**src/rtl/spi_flash_pkg.sv**
```systemverilog
// Shared definitions for the SPI flash responder: opcodes, FSM states,
// status register layout and small byte-selection helpers.
package spi_flash_pkg;

    // Supported 25-series opcodes
    localparam logic [7:0] CMD_READ      = 8'h03;
    localparam logic [7:0] CMD_FAST_READ = 8'h0B;
    localparam logic [7:0] CMD_PP        = 8'h02;
    localparam logic [7:0] CMD_RDSR      = 8'h05;
    localparam logic [7:0] CMD_RDID      = 8'h9F;
    localparam logic [7:0] CMD_WREN      = 8'h06;
    localparam logic [7:0] CMD_WRDI      = 8'h04;

    // Status register bit positions
    localparam int SR_WIP = 0;
    localparam int SR_WEL = 1;

    typedef enum logic [3:0] {
        ST_IDLE,
        ST_CMD,
        ST_ADDR,
        ST_DUMMY,
        ST_RD_DATA,
        ST_WR_DATA,
        ST_STATUS,
        ST_JEDEC,
        ST_IGNORE
    } state_e;

    // Byte idx of the ID response: 0..2 walk the ID MSB first, 3 is the 00h tail.
    function automatic logic [7:0] jedec_byte(input logic [23:0] id, input logic [1:0] idx);
        logic [7:0] b;
        case (idx)
            2'd0:    b = id[23:16];
            2'd1:    b = id[15:8];
            2'd2:    b = id[7:0];
            default: b = 8'h00;
        endcase
        return b;
    endfunction

    // Status register image as shifted out by RDSR.
    function automatic logic [7:0] status_byte(input logic wel, input logic wip);
        logic [7:0] s;
        s         = 8'h00;
        s[SR_WEL] = wel;
        s[SR_WIP] = wip;
        return s;
    endfunction

endpackage

```
**src/rtl/spi_flash_sync_edge.sv**
```systemverilog
// Brings the asynchronous SPI pins into the clk_48mhz domain through
// 2-flop synchronizers and derives single-cycle sck/cs edge pulses.
// sck and mosi share the same pipeline depth, so a sampled mosi value
// lines up with the sck rise pulse that qualifies it.
module spi_flash_sync_edge (
    input  logic clk_i,
    input  logic rst_ni,
    input  logic sck_i,
    input  logic cs_i,
    input  logic mosi_i,
    output logic mosi_o,
    output logic sck_rise_o,
    output logic sck_fall_o,
    output logic cs_rise_o,
    output logic cs_fall_o
);

    logic [1:0] sck_sync_q;
    logic [1:0] cs_sync_q;
    logic [1:0] mosi_sync_q;
    logic       sck_prev_q;
    logic       cs_prev_q;

    // Synchronizer chains plus one history flop each for edge detection; cs idles high.
    always_ff @(posedge clk_i) begin
        if (!rst_ni) begin
            sck_sync_q  <= 2'b00;
            cs_sync_q   <= 2'b11;
            mosi_sync_q <= 2'b00;
            sck_prev_q  <= 1'b0;
            cs_prev_q   <= 1'b1;
        end else begin
            sck_sync_q  <= {sck_sync_q[0], sck_i};
            cs_sync_q   <= {cs_sync_q[0], cs_i};
            mosi_sync_q <= {mosi_sync_q[0], mosi_i};
            sck_prev_q  <= sck_sync_q[1];
            cs_prev_q   <= cs_sync_q[1];
        end
    end

    assign mosi_o     = mosi_sync_q[1];
    assign sck_rise_o =  sck_sync_q[1] & ~sck_prev_q;
    assign sck_fall_o = ~sck_sync_q[1] &  sck_prev_q;
    assign cs_rise_o  =  cs_sync_q[1]  & ~cs_prev_q;
    assign cs_fall_o  = ~cs_sync_q[1]  &  cs_prev_q;

endmodule

```
**src/rtl/spi_flash_responder.sv**
```systemverilog
// SPI mode-0 flash target: decodes READ, FAST_READ, PP, RDSR, RDID,
// WREN and WRDI and serves them from an external byte-wide memory.
//
// Memory port protocol: mem_rd_en is a one-cycle request and mem_rdata is
// taken exactly one cycle later with no back-pressure; mem_wr_en is a
// one-cycle write with mem_addr/mem_wdata stable in that cycle. The two
// strobes are never high together.
module spi_flash_responder
    import spi_flash_pkg::*;
#(
    parameter logic [23:0] JEDEC_ID    = 24'hEF4016,
    parameter int          ADDR_W      = 16,
    parameter int          PROG_CYCLES = 4800
) (
    input  logic              clk_48mhz,
    input  logic              resetn,
    input  logic              spi_sck,
    input  logic              spi_cs,
    input  logic              spi_mosi,
    output logic              spi_miso,
    output logic              spi_miso_oe,
    output logic [ADDR_W-1:0] mem_addr,
    output logic              mem_rd_en,
    input  logic [7:0]        mem_rdata,
    output logic              mem_wr_en,
    output logic [7:0]        mem_wdata,
    output logic              busy
);

    localparam int                CNT_W    = $clog2(PROG_CYCLES + 1);
    localparam logic [ADDR_W-1:0] ADDR_ONE = ADDR_W'(1);

    // Synchronized pins and edge pulses
    logic mosi_s;
    logic sck_rise;
    logic sck_fall;
    logic cs_rise;
    logic cs_fall;

    spi_flash_sync_edge u_sync (
        .clk_i      (clk_48mhz),
        .rst_ni     (resetn),
        .sck_i      (spi_sck),
        .cs_i       (spi_cs),
        .mosi_i     (spi_mosi),
        .mosi_o     (mosi_s),
        .sck_rise_o (sck_rise),
        .sck_fall_o (sck_fall),
        .cs_rise_o  (cs_rise),
        .cs_fall_o  (cs_fall)
    );

    // FSM state
    state_e state_q;
    state_e state_d;

    // Datapath registers
    logic [7:0]        sr_in_q;      // incoming bits of the current byte
    logic [2:0]        bit_cnt_q;    // bits received in the current byte
    logic [1:0]        addr_byte_q;  // address bytes received so far
    logic [7:0]        cmd_q;        // latched opcode
    logic [7:0]        out_q;        // outgoing shift register
    logic [2:0]        out_cnt_q;    // bits presented of the current out byte
    logic [1:0]        jedec_idx_q;  // next ID byte to load
    logic              miso_q;
    logic              oe_q;
    logic [ADDR_W-1:0] addr_q;
    logic              rd_en_q;
    logic              load_q;       // mem_rdata is valid this cycle
    logic              wr_en_q;
    logic [7:0]        wdata_q;
    logic              written_q;    // at least one byte programmed this cs cycle
    logic              wel_q;
    logic              wip_q;
    logic [CNT_W-1:0]  prog_cnt_q;

    // Decoded controls
    logic       shift_in_st;
    logic       resp_st;
    logic       byte_done;
    logic [7:0] byte_in;

    assign byte_in   = {sr_in_q[6:0], mosi_s};
    assign byte_done = sck_rise && shift_in_st && (bit_cnt_q == 3'd7);

    // State register
    always_ff @(posedge clk_48mhz) begin
        if (!resetn) begin
            state_q <= ST_IDLE;
        end else begin
            state_q <= state_d;
        end
    end

    // Next-state: cs rise always wins; otherwise advance on completed bytes
    always_comb begin
        state_d = state_q;
        if (cs_rise) begin
            state_d = ST_IDLE;
        end else begin
            case (state_q)
                ST_IDLE: begin
                    if (cs_fall) state_d = ST_CMD;
                end
                ST_CMD: begin
                    if (byte_done) begin
                        if (wip_q && (byte_in != CMD_RDSR)) begin
                            state_d = ST_IGNORE;
                        end else begin
                            case (byte_in)
                                CMD_READ, CMD_FAST_READ, CMD_PP: state_d = ST_ADDR;
                                CMD_RDSR:                        state_d = ST_STATUS;
                                CMD_RDID:                        state_d = ST_JEDEC;
                                default:                         state_d = ST_IGNORE;
                            endcase
                        end
                    end
                end
                ST_ADDR: begin
                    if (byte_done && (addr_byte_q == 2'd2)) begin
                        if (cmd_q == CMD_FAST_READ)  state_d = ST_DUMMY;
                        else if (cmd_q == CMD_READ)  state_d = ST_RD_DATA;
                        else if (wel_q)              state_d = ST_WR_DATA;
                        else                         state_d = ST_IGNORE;
                    end
                end
                ST_DUMMY: begin
                    if (byte_done) state_d = ST_RD_DATA;
                end
                default: ;
            endcase
        end
    end

    // Output decode: which states shift mosi in and which drive miso
    always_comb begin
        shift_in_st = 1'b0;
        resp_st     = 1'b0;
        case (state_q)
            ST_CMD, ST_ADDR, ST_DUMMY, ST_WR_DATA: shift_in_st = 1'b1;
            ST_RD_DATA, ST_STATUS, ST_JEDEC:       resp_st     = 1'b1;
            default: ;
        endcase
    end

    // Datapath: bit shifting, memory strobes, status bits and program timer
    always_ff @(posedge clk_48mhz) begin
        if (!resetn) begin
            sr_in_q     <= 8'h00;
            bit_cnt_q   <= 3'd0;
            addr_byte_q <= 2'd0;
            cmd_q       <= 8'h00;
            out_q       <= 8'h00;
            out_cnt_q   <= 3'd0;
            jedec_idx_q <= 2'd0;
            miso_q      <= 1'b0;
            oe_q        <= 1'b0;
            addr_q      <= '0;
            rd_en_q     <= 1'b0;
            load_q      <= 1'b0;
            wr_en_q     <= 1'b0;
            wdata_q     <= 8'h00;
            written_q   <= 1'b0;
            wel_q       <= 1'b0;
            wip_q       <= 1'b0;
            prog_cnt_q  <= '0;
        end else begin
            rd_en_q <= 1'b0;
            wr_en_q <= 1'b0;
            load_q  <= rd_en_q;

            if (load_q) out_q <= mem_rdata;

            // Page program advances only the low address byte, one cycle after each strobe
            if (wr_en_q) addr_q[7:0] <= addr_q[7:0] + 8'd1;

            if (wip_q) begin
                if (prog_cnt_q <= CNT_W'(1)) begin
                    wip_q      <= 1'b0;
                    prog_cnt_q <= '0;
                end else begin
                    prog_cnt_q <= prog_cnt_q - CNT_W'(1);
                end
            end

            if (cs_rise) begin
                bit_cnt_q <= 3'd0;
                out_cnt_q <= 3'd0;
                oe_q      <= 1'b0;
                miso_q    <= 1'b0;
                if ((state_q == ST_WR_DATA) && written_q) begin
                    wel_q      <= 1'b0;
                    wip_q      <= 1'b1;
                    prog_cnt_q <= CNT_W'(PROG_CYCLES);
                end
            end else begin
                if (cs_fall) begin
                    bit_cnt_q   <= 3'd0;
                    out_cnt_q   <= 3'd0;
                    addr_byte_q <= 2'd0;
                    written_q   <= 1'b0;
                end

                if (sck_rise && shift_in_st) begin
                    sr_in_q   <= byte_in;
                    bit_cnt_q <= bit_cnt_q + 3'd1;
                end

                // Keep only the last ADDR_W bits of the 24-bit address
                if (sck_rise && (state_q == ST_ADDR)) begin
                    addr_q <= {addr_q[ADDR_W-2:0], mosi_s};
                end

                if (byte_done) begin
                    case (state_q)
                        ST_CMD: begin
                            cmd_q <= byte_in;
                            if (!wip_q) begin
                                case (byte_in)
                                    CMD_WREN: wel_q <= 1'b1;
                                    CMD_WRDI: wel_q <= 1'b0;
                                    CMD_RDID: begin
                                        out_q       <= jedec_byte(JEDEC_ID, 2'd0);
                                        jedec_idx_q <= 2'd1;
                                    end
                                    default: ;
                                endcase
                            end
                            if (byte_in == CMD_RDSR) out_q <= status_byte(wel_q, wip_q);
                        end
                        ST_ADDR: begin
                            addr_byte_q <= addr_byte_q + 2'd1;
                            if ((addr_byte_q == 2'd2) && (cmd_q == CMD_READ)) rd_en_q <= 1'b1;
                        end
                        ST_DUMMY: rd_en_q <= 1'b1;
                        ST_WR_DATA: begin
                            wr_en_q   <= 1'b1;
                            wdata_q   <= byte_in;
                            written_q <= 1'b1;
                        end
                        default: ;
                    endcase
                end

                // Present the next bit on each fall; reload after the 8th bit of a byte
                if (sck_fall && resp_st) begin
                    miso_q    <= out_q[7];
                    oe_q      <= 1'b1;
                    out_cnt_q <= out_cnt_q + 3'd1;
                    if (out_cnt_q == 3'd7) begin
                        case (state_q)
                            ST_STATUS: out_q <= status_byte(wel_q, wip_q);
                            ST_JEDEC: begin
                                out_q <= jedec_byte(JEDEC_ID, jedec_idx_q);
                                if (jedec_idx_q != 2'd3) jedec_idx_q <= jedec_idx_q + 2'd1;
                            end
                            default: begin
                                out_q   <= {out_q[6:0], 1'b0};
                                addr_q  <= addr_q + ADDR_ONE;
                                rd_en_q <= 1'b1;
                            end
                        endcase
                    end else begin
                        out_q <= {out_q[6:0], 1'b0};
                    end
                end
            end
        end
    end

    assign spi_miso    = miso_q;
    assign spi_miso_oe = oe_q;
    assign mem_addr    = addr_q;
    assign mem_rd_en   = rd_en_q;
    assign mem_wr_en   = wr_en_q;
    assign mem_wdata   = wdata_q;
    assign busy        = wip_q;

endmodule

```
**config.mk**
```make
export PLATFORM = sky130hd
export DESIGN_NAME = spi_flash_responder
export DESIGN_NICKNAME = d
export VERILOG_FILES = /design/src/rtl/spi_flash_pkg.sv /design/src/rtl/spi_flash_sync_edge.sv /design/src/rtl/spi_flash_responder.sv
export SDC_FILE = /design/constraint.sdc
export NUM_CORES = 1
export LEC_CHECK = 0
export CORE_UTILIZATION = 50
export DETAILED_ROUTE_END_ITERATION = 16
export GPL_ROUTABILITY_DRIVEN = 0
export MAX_ROUTING_LAYER = met4
export PLACE_DENSITY = 0.71
export SLEW_MARGIN = 20
export SYNTH_ARGS = -nofsm -noshare
export SYNTH_HDL_FRONTEND = slang
export SYNTH_SLANG_ARGS = --single-unit
```
**constraint.sdc**
```tcl
create_clock -name clk_48mhz -period 5.1 [get_ports clk_48mhz]
set_input_delay 0.51 -clock clk_48mhz [delete_from_list [all_inputs] [get_ports clk_48mhz]]
set_output_delay 0.51 -clock clk_48mhz [all_outputs]
set_load 0.005 [all_outputs]
```
==> results of run 1 <==
## sequential cells by signal, indices dropped and copies added (netlist names), 3 cells and up
| name | count |
|---|---|
| mem_wdata | 8 |
| mem_addr | 16 |
| prog_cnt_q | 13 |
| bit_cnt_q | 3 |
| out_cnt_q | 3 |
| state_q | 4 |
| cmd_q | 8 |
| out_q | 8 |
| sr_in_q | 7 |
## layout by cell type, fill, tap and decap left out, types with 3 or more instances in the layout
cell / Yosys / routed
nor2_1: 71 / 71
o21ai_1: 19 / 19
a211oi_1: 4 / 4
mux2_2: 5 / 5
nor3b_1: 3 / 3
dfxtp_1: 90 / 90
nor4b_1: 3 / 3
buf_4: 2 / 3
nand2_1: 42 / 42
o2111ai_1: 3 / 3
clkdlybuf4s50_1: 0 / 41
o21ai_0: 9 / 9
and2_1: 9 / 9
a21oi_1: 36 / 36
nand4_1: 10 / 10
inv_1: 12 / 12
or3_1: 4 / 4
a32o_1: 4 / 4
a32oi_1: 3 / 3
a21o_1: 3 / 3
o31ai_1: 7 / 7
o22ai_1: 4 / 4
o211ai_1: 7 / 7
clkbuf_8: 0 / 12
and4_1: 4 / 4
nand3_1: 22 / 22
xnor2_1: 8 / 8
nor3_1: 11 / 11
a31oi_1: 11 / 11
nor4_1: 3 / 3
ha_1: 14 / 14
nor2b_1: 3 / 3
xor2_1: 6 / 6
nand3b_1: 3 / 3
nand2b_1: 13 / 13
nor3_2: 3 / 3
mux2i_1: 32 / 32
## worst paths after layout
| path | startpoint | to | slack [ns] | cells past startpoint |
|---|---|---|---|---|
| min | u_sync.cs_sync_q[0] | u_sync.cs_sync_q[1] | 0.42 | 1 |
| max reg2reg | state_q[0] | mem_wdata[0] | 2.44 | 5 |
| max | state_q[0] | mem_wdata[0] | 2.44 | 5 |
| min reg2reg | u_sync.cs_sync_q[0] | u_sync.cs_sync_q[1] | 0.42 | 1 |
## power by group through the flow
stage | clock, mW | combinational, mW | sequential [mW]
global placement | 0 | 0.0455 | 0.728
floorplan | 0 | 0.0299 | 0.725
finish | 0.488 | 0.0469 | 0.711
CTS | 0.494 | 0.0467 | 0.711
detailed placement | 0 | 0.0464 | 0.728
global route | 0.525 | 0.0514 | 0.713
## cell type report
| type | instances | area (sq um) |
|---|---|---|
| Inverter | 12 | 45.04 |
| Timing Repair Buffer | 44 | 432.9 |
| Tap cell | 111 | 138.9 |
| Multi-Input combinational cell | 424 | 2748 |
| Fill cell | 861 | 3831 |
| Clock buffer | 12 | 165.2 |
| Clock inverter | 4 | 33.78 |
| Sequential cell | 90 | 1802 |
## metal layers
metal | vias to the layer above | share of wire (%)
met1 | 1999 | 48
met4 | 0 | 1.0
li1 | 2080 | -
met2 | 132 | 46
met5 | - | 0
met3 | 11 | 5.2
## cell families after synthesis
kind of cell / share of synthesized area (%)
and+or+nand+nor: 25.49
AOI/OAI and AO/OA: 17.72
DFF: 37.96
buffers and inverters: 4.139
muxes: 8.410
xor gates and xnor gates: 2.584
adders and majority gates: 3.691
==> out/metrics.cfg, run 1 <==
[power_and_ir_drop]
netSwitchingFraction_pct=24.04
clkPwrFrac_pct=39.1
peakVddDrop_v=0.0001517
switching_power_mw=0.2996
internal_power_mw=0.9466
comb_power_share_pct=3.8
p_per_area_nw_per_um2=232.3
power_mw=1.246
pwr-share-seq_pct=57.1
cellLeakagePower_nw=1.910

[grt]
met1_usage_pct=34.29
grt_overflow=0
top_usage_layer=met2
grt_pass1_vias=3894
globalRouteMet3Util_pct=4.146
track_usage_pct=24.94
grt_use_met2_pct=38.03
antenna_found_initial=0
grt_max_degree=38
grt_pass1_wl_um=19240

[timing]
worst_slack_ns=2.437
hold_viol=0
drv_slew=0
fin_crit_sh_pct=52.21
relSlewSlack_pct=35.84
fin_skew_ns=0.02127
fin_crit_ns=2.663
tns_ns=0
fin_hold_ws_ns=0.4167
max_freq_mhz=375.6
setup_viol=0
worstMarginPinSlew_ns=0.9624
rsz0062_at_grt=no

[run]
max-cap-violations=0

[worst_setup_path]
critPathBufInv=0
cpPeakStageDelay_ns=0.74
cpMaxStageDelayCell=dfxtp_1
endpoint_kind=flop
startpoint_type=flop
arrival_ns=2.89
crit_type=reg -> reg
cp.required_ns=5.33
crit_chain=nand2b_1, a211o_1, nor3b_2, mux2i_1, nor2_1
crit_family=simple AND/OR/NAND/NOR gates
critical_path_peak_fanout=21

[cts]
cts_setup_buffers=0
clock_path_buffers=2
clk_root_buffer_cell=clkbuf_8
clk_latency_ns=0.36
ctsHoldBuffers=0
clock-sinks=90
clk_pin_slew_worst_paths_ns=0.10
cts_buffers=9
ctsResizeCount=0
htreeDepth=3
cts_tree=yes

[placed_design]
dp_hpwl_um=7741
dp.cells=681
placed_area_sq_um=5166
place_worst_setup_slack_ns=2.440
port_buffers=41

[logic_synthesis]
netlist_top_cells_area=dfxtp_1 38%, mux2i_1 6.7%, nor2_1 5.6%, a21oi_1 3.8%, ha_1 3.7%
ys_seq_area_share_pct=37.96
async_flop_share_pct=0
avgSynthCellArea_sq_um=8.429
netlist_area_sq_um=4746
yosysTopAreaCellShare_pct=37.96
yosysWarningCount=0
synthDistinctLibCells=71
yosysTopAreaCell=dfxtp_1
synth.most_common_cell=dfxtp_1
syn_inst=563
ys_ff_latch=90
synth_edf_count=0
synth.net_count=590
synth.top_cells.by_count=90 x dfxtp_1, 71 x nor2_1, 42 x nand2_1, 36 x a21oi_1, 32 x mux2i_1
ys.flop_type=dfxtp_1

[floorplan]
core_area_sq_um=9196
dieArea_sq_um=9885
initial_core_util_pct=51.61
die_h_um=99.43
die_width_um=99.43
rows=35
ios=42

[cells_and_area]
final_util_pct=58.34
design_area_sq_um=5365
drive_gt1_share_pct=5.802
area_growth_syn_to_layout_pct=13.05
fin_nets=608
diodes=0
fin_cells=697

[detailed_routing]
wl_um=11340
vias=4222
drc=0
drtPass1Iterations=5
wl_per_cell_um=16.26
ant_nets=0
via_per_inst=6.057
drt_iter0_drc=308

[outcome]
outcome=finished, final reports clean

[min_path]
hold_path_class=reg -> reg

Note: power is estimated with default switching activity, not from simulation.
==> run 2: changes to the inputs <==
--- a/config.mk
+++ b/config.mk
@@ -9,7 +9,7 @@
 export DETAILED_ROUTE_END_ITERATION = 16
 export GPL_ROUTABILITY_DRIVEN = 0
 export MAX_ROUTING_LAYER = met4
-export PLACE_DENSITY = 0.71
+export PLACE_DENSITY = 0.73
 export SLEW_MARGIN = 20
 export SYNTH_ARGS = -nofsm -noshare
 export SYNTH_HDL_FRONTEND = slang
==> constraint.sdc (replaced) <==
create_clock -name clk_48mhz -period 2.2 [get_ports clk_48mhz]
set_input_delay 0.22 -clock clk_48mhz [delete_from_list [all_inputs] [get_ports clk_48mhz]]
set_output_delay 0.22 -clock clk_48mhz [all_outputs]
set_load 0.005 [all_outputs]
==> run 2 against run 1 <==
Against the previous run: power grew 140%; worst hold slack lost 0.0036 ns; die area is the same; highest routed layer unchanged; setup slack lost 2.3 ns; via count grew 2.7%; non-clock buffer count grew 28; routed wire length grew 1.6%; clock power grew to 2.5 times the previous value; fmax grew 31%; register-to-register slack lost 2.3 ns; design area grew 4.4%; sequential power grew 130%; critical path type unchanged.
==> out/metrics.cfg, run 2 (synthesized netlist as in run 1, its figures left out) <==
[timing]
worstMarginPinSlew_ns=0.7117  ; was 0.9624 ns
rsz0062_at_grt=no  ; unchanged
fin_skew_ns=0.009085  ; was 0.02127 ns
max_freq_mhz=491.3  ; was 375.6 MHz
tns_ns=0  ; unchanged
hold_viol=0  ; unchanged
relSlewSlack_pct=52.49  ; was 35.84%
drv_slew=0  ; unchanged
worst_slack_ns=0.1645  ; was 2.437 ns
fin_crit_sh_pct=92.52  ; was 52.21%
fin_crit_ns=2.035  ; was 2.663 ns
setup_viol=0  ; unchanged

[placed_design]
dp.cells=709  ; was 681
place_worst_setup_slack_ns=0.1523  ; was 2.440 ns
placed_area_sq_um=5376  ; was 5166 sq um
port_buffers=41  ; unchanged
dp_hpwl_um=8237  ; was 7741 um

[floorplan]
die_h_um=99.43  ; unchanged
core_area_sq_um=9196  ; unchanged
die_width_um=99.43  ; unchanged
initial_core_util_pct=51.61  ; unchanged
ios=42  ; unchanged
rows=35  ; unchanged
dieArea_sq_um=9885  ; unchanged

[worst_setup_path]
crit_chain=or4_4, or4b_1, nand3_1, o311ai_1, a32o_1  ; was nand2b_1, a211o_1, nor3b_2, mux2i_1, nor2_1
cp.required_ns=2.46  ; was 5.33 ns
cpPeakStageDelay_ns=0.57  ; was 0.74 ns
cpMaxStageDelayCell=or4_4  ; was dfxtp_1
crit_family=simple AND/OR/NAND/NOR gates  ; unchanged
crit_type=reg -> reg  ; unchanged
startpoint_type=flop  ; unchanged
critical_path_peak_fanout=6  ; was 21
r2r_cells=5  ; unchanged
endpoint_kind=flop  ; unchanged
critPathBufInv=0  ; unchanged
arrival_ns=2.30  ; was 2.89 ns
path_depth=5  ; unchanged

[grt]
track_usage_pct=25.05  ; was 24.94%
antenna_found_initial=0  ; unchanged
grt_overflow=0  ; unchanged
grt_pass1_wl_um=19420  ; was 19240 um
grt_max_degree=38  ; unchanged
grt_pass1_vias=4102  ; was 3894

[detailed_routing]
drt_iter0_drc=282  ; was 308
vias=4334  ; was 4222
drc=0  ; unchanged
wl_per_cell_um=15.88  ; was 16.26 um
wl_um=11510  ; was 11340 um
drtPass1Iterations=5  ; unchanged
ant_nets=0  ; unchanged
via_per_inst=5.978  ; was 6.057

[cells_and_area]
fin_nets=636  ; was 608
ff_latch_area_sq_um=1802  ; unchanged
fill_cells=813  ; was 861
multi_input_area_sq_um=2751  ; was 2748 sq um
layout_commonest_cell=dfxtp_1  ; unchanged
design_area_sq_um=5599  ; was 5365 sq um
area_growth_syn_to_layout_pct=17.98  ; was 13.05%
diodes=0  ; unchanged
layout_common_cells=90 x dfxtp_1, 71 x nor2_1, 42 x nand2_1  ; unchanged
fin_cells=725  ; was 697
largest_reg_flops=16  ; unchanged
drive_gt1_share_pct=10.26  ; was 5.802%

[run]
max-cap-violations=0  ; unchanged

[power_and_ir_drop]
peakVddDrop_v=0.0003845  ; was 0.0001517 V
cellLeakagePower_nw=2.059  ; was 1.910 nW
p_per_area_nw_per_um2=536.5  ; was 232.3 nW/um^2

[min_path]
holdPathStages=2  ; was 1
hold_path_class=in -> reg  ; was reg -> reg

[cts]
clk_root_buffer_cell=clkbuf_8  ; unchanged
clk_pin_slew_worst_paths_ns=0.10  ; about the same
cts_buffers=9  ; unchanged
clock-sinks=90  ; unchanged
clock_path_buffers=2  ; unchanged
cts_tree=yes  ; unchanged
clk_latency_ns=0.37  ; was 0.36 ns
ctsHoldBuffers=0  ; unchanged
htreeDepth=3  ; unchanged

[outcome]
outcome=finished, final reports clean  ; unchanged

==> run 2: routing by layer <==
metal  wire, um  GRT usage [%]
met5          0              -
met4        173          9.276
met3        640          3.654
met2       5316          39.48
met1       5384          32.72
==> run 2: stage by stage <==
stage               util [%]  hold WS, ns  power, mW
floorplan                  -       0.3215      1.749
global placement       58.46       0.3945      1.804
detailed placement     58.46       0.3973      1.807
CTS                    60.84       0.4077      3.033
global route           60.88       0.3972      3.107
finish                 60.88       0.4131      3.004
==> run 2: timing repair <==
action                                  CTS  global route
endpoints found under the setup margin    0             1
resized for setup                         0             1
buffers inserted                          0             0
==> run 2: final timing paths <==
check        slack, ns             endpoint                start
min reg2reg       0.42  u_sync.cs_sync_q[1]  u_sync.cs_sync_q[0]
min               0.41  u_sync.cs_sync_q[0]               spi_cs
max               0.16           state_q[3]           sr_in_q[3]
max reg2reg       0.16           state_q[3]           sr_in_q[3]
==> run 2: cell type report <==
cell class	instances	share of cell area, %
Clock inverter	7	1.698
Multi-Input combinational cell	424	49.14
Sequential cell	90	32.18
Inverter	12	0.8045
Timing Repair Buffer	72	11.49
Clock buffer	9	2.212
Tap cell	111	2.480
==> run 2: report_power, final <==
group          switching, mW  internal, mW  total [mW]
Combinational         0.0699        0.0533       0.123
Sequential           0.00981          1.64        1.65
Clock                  0.674         0.561        1.23
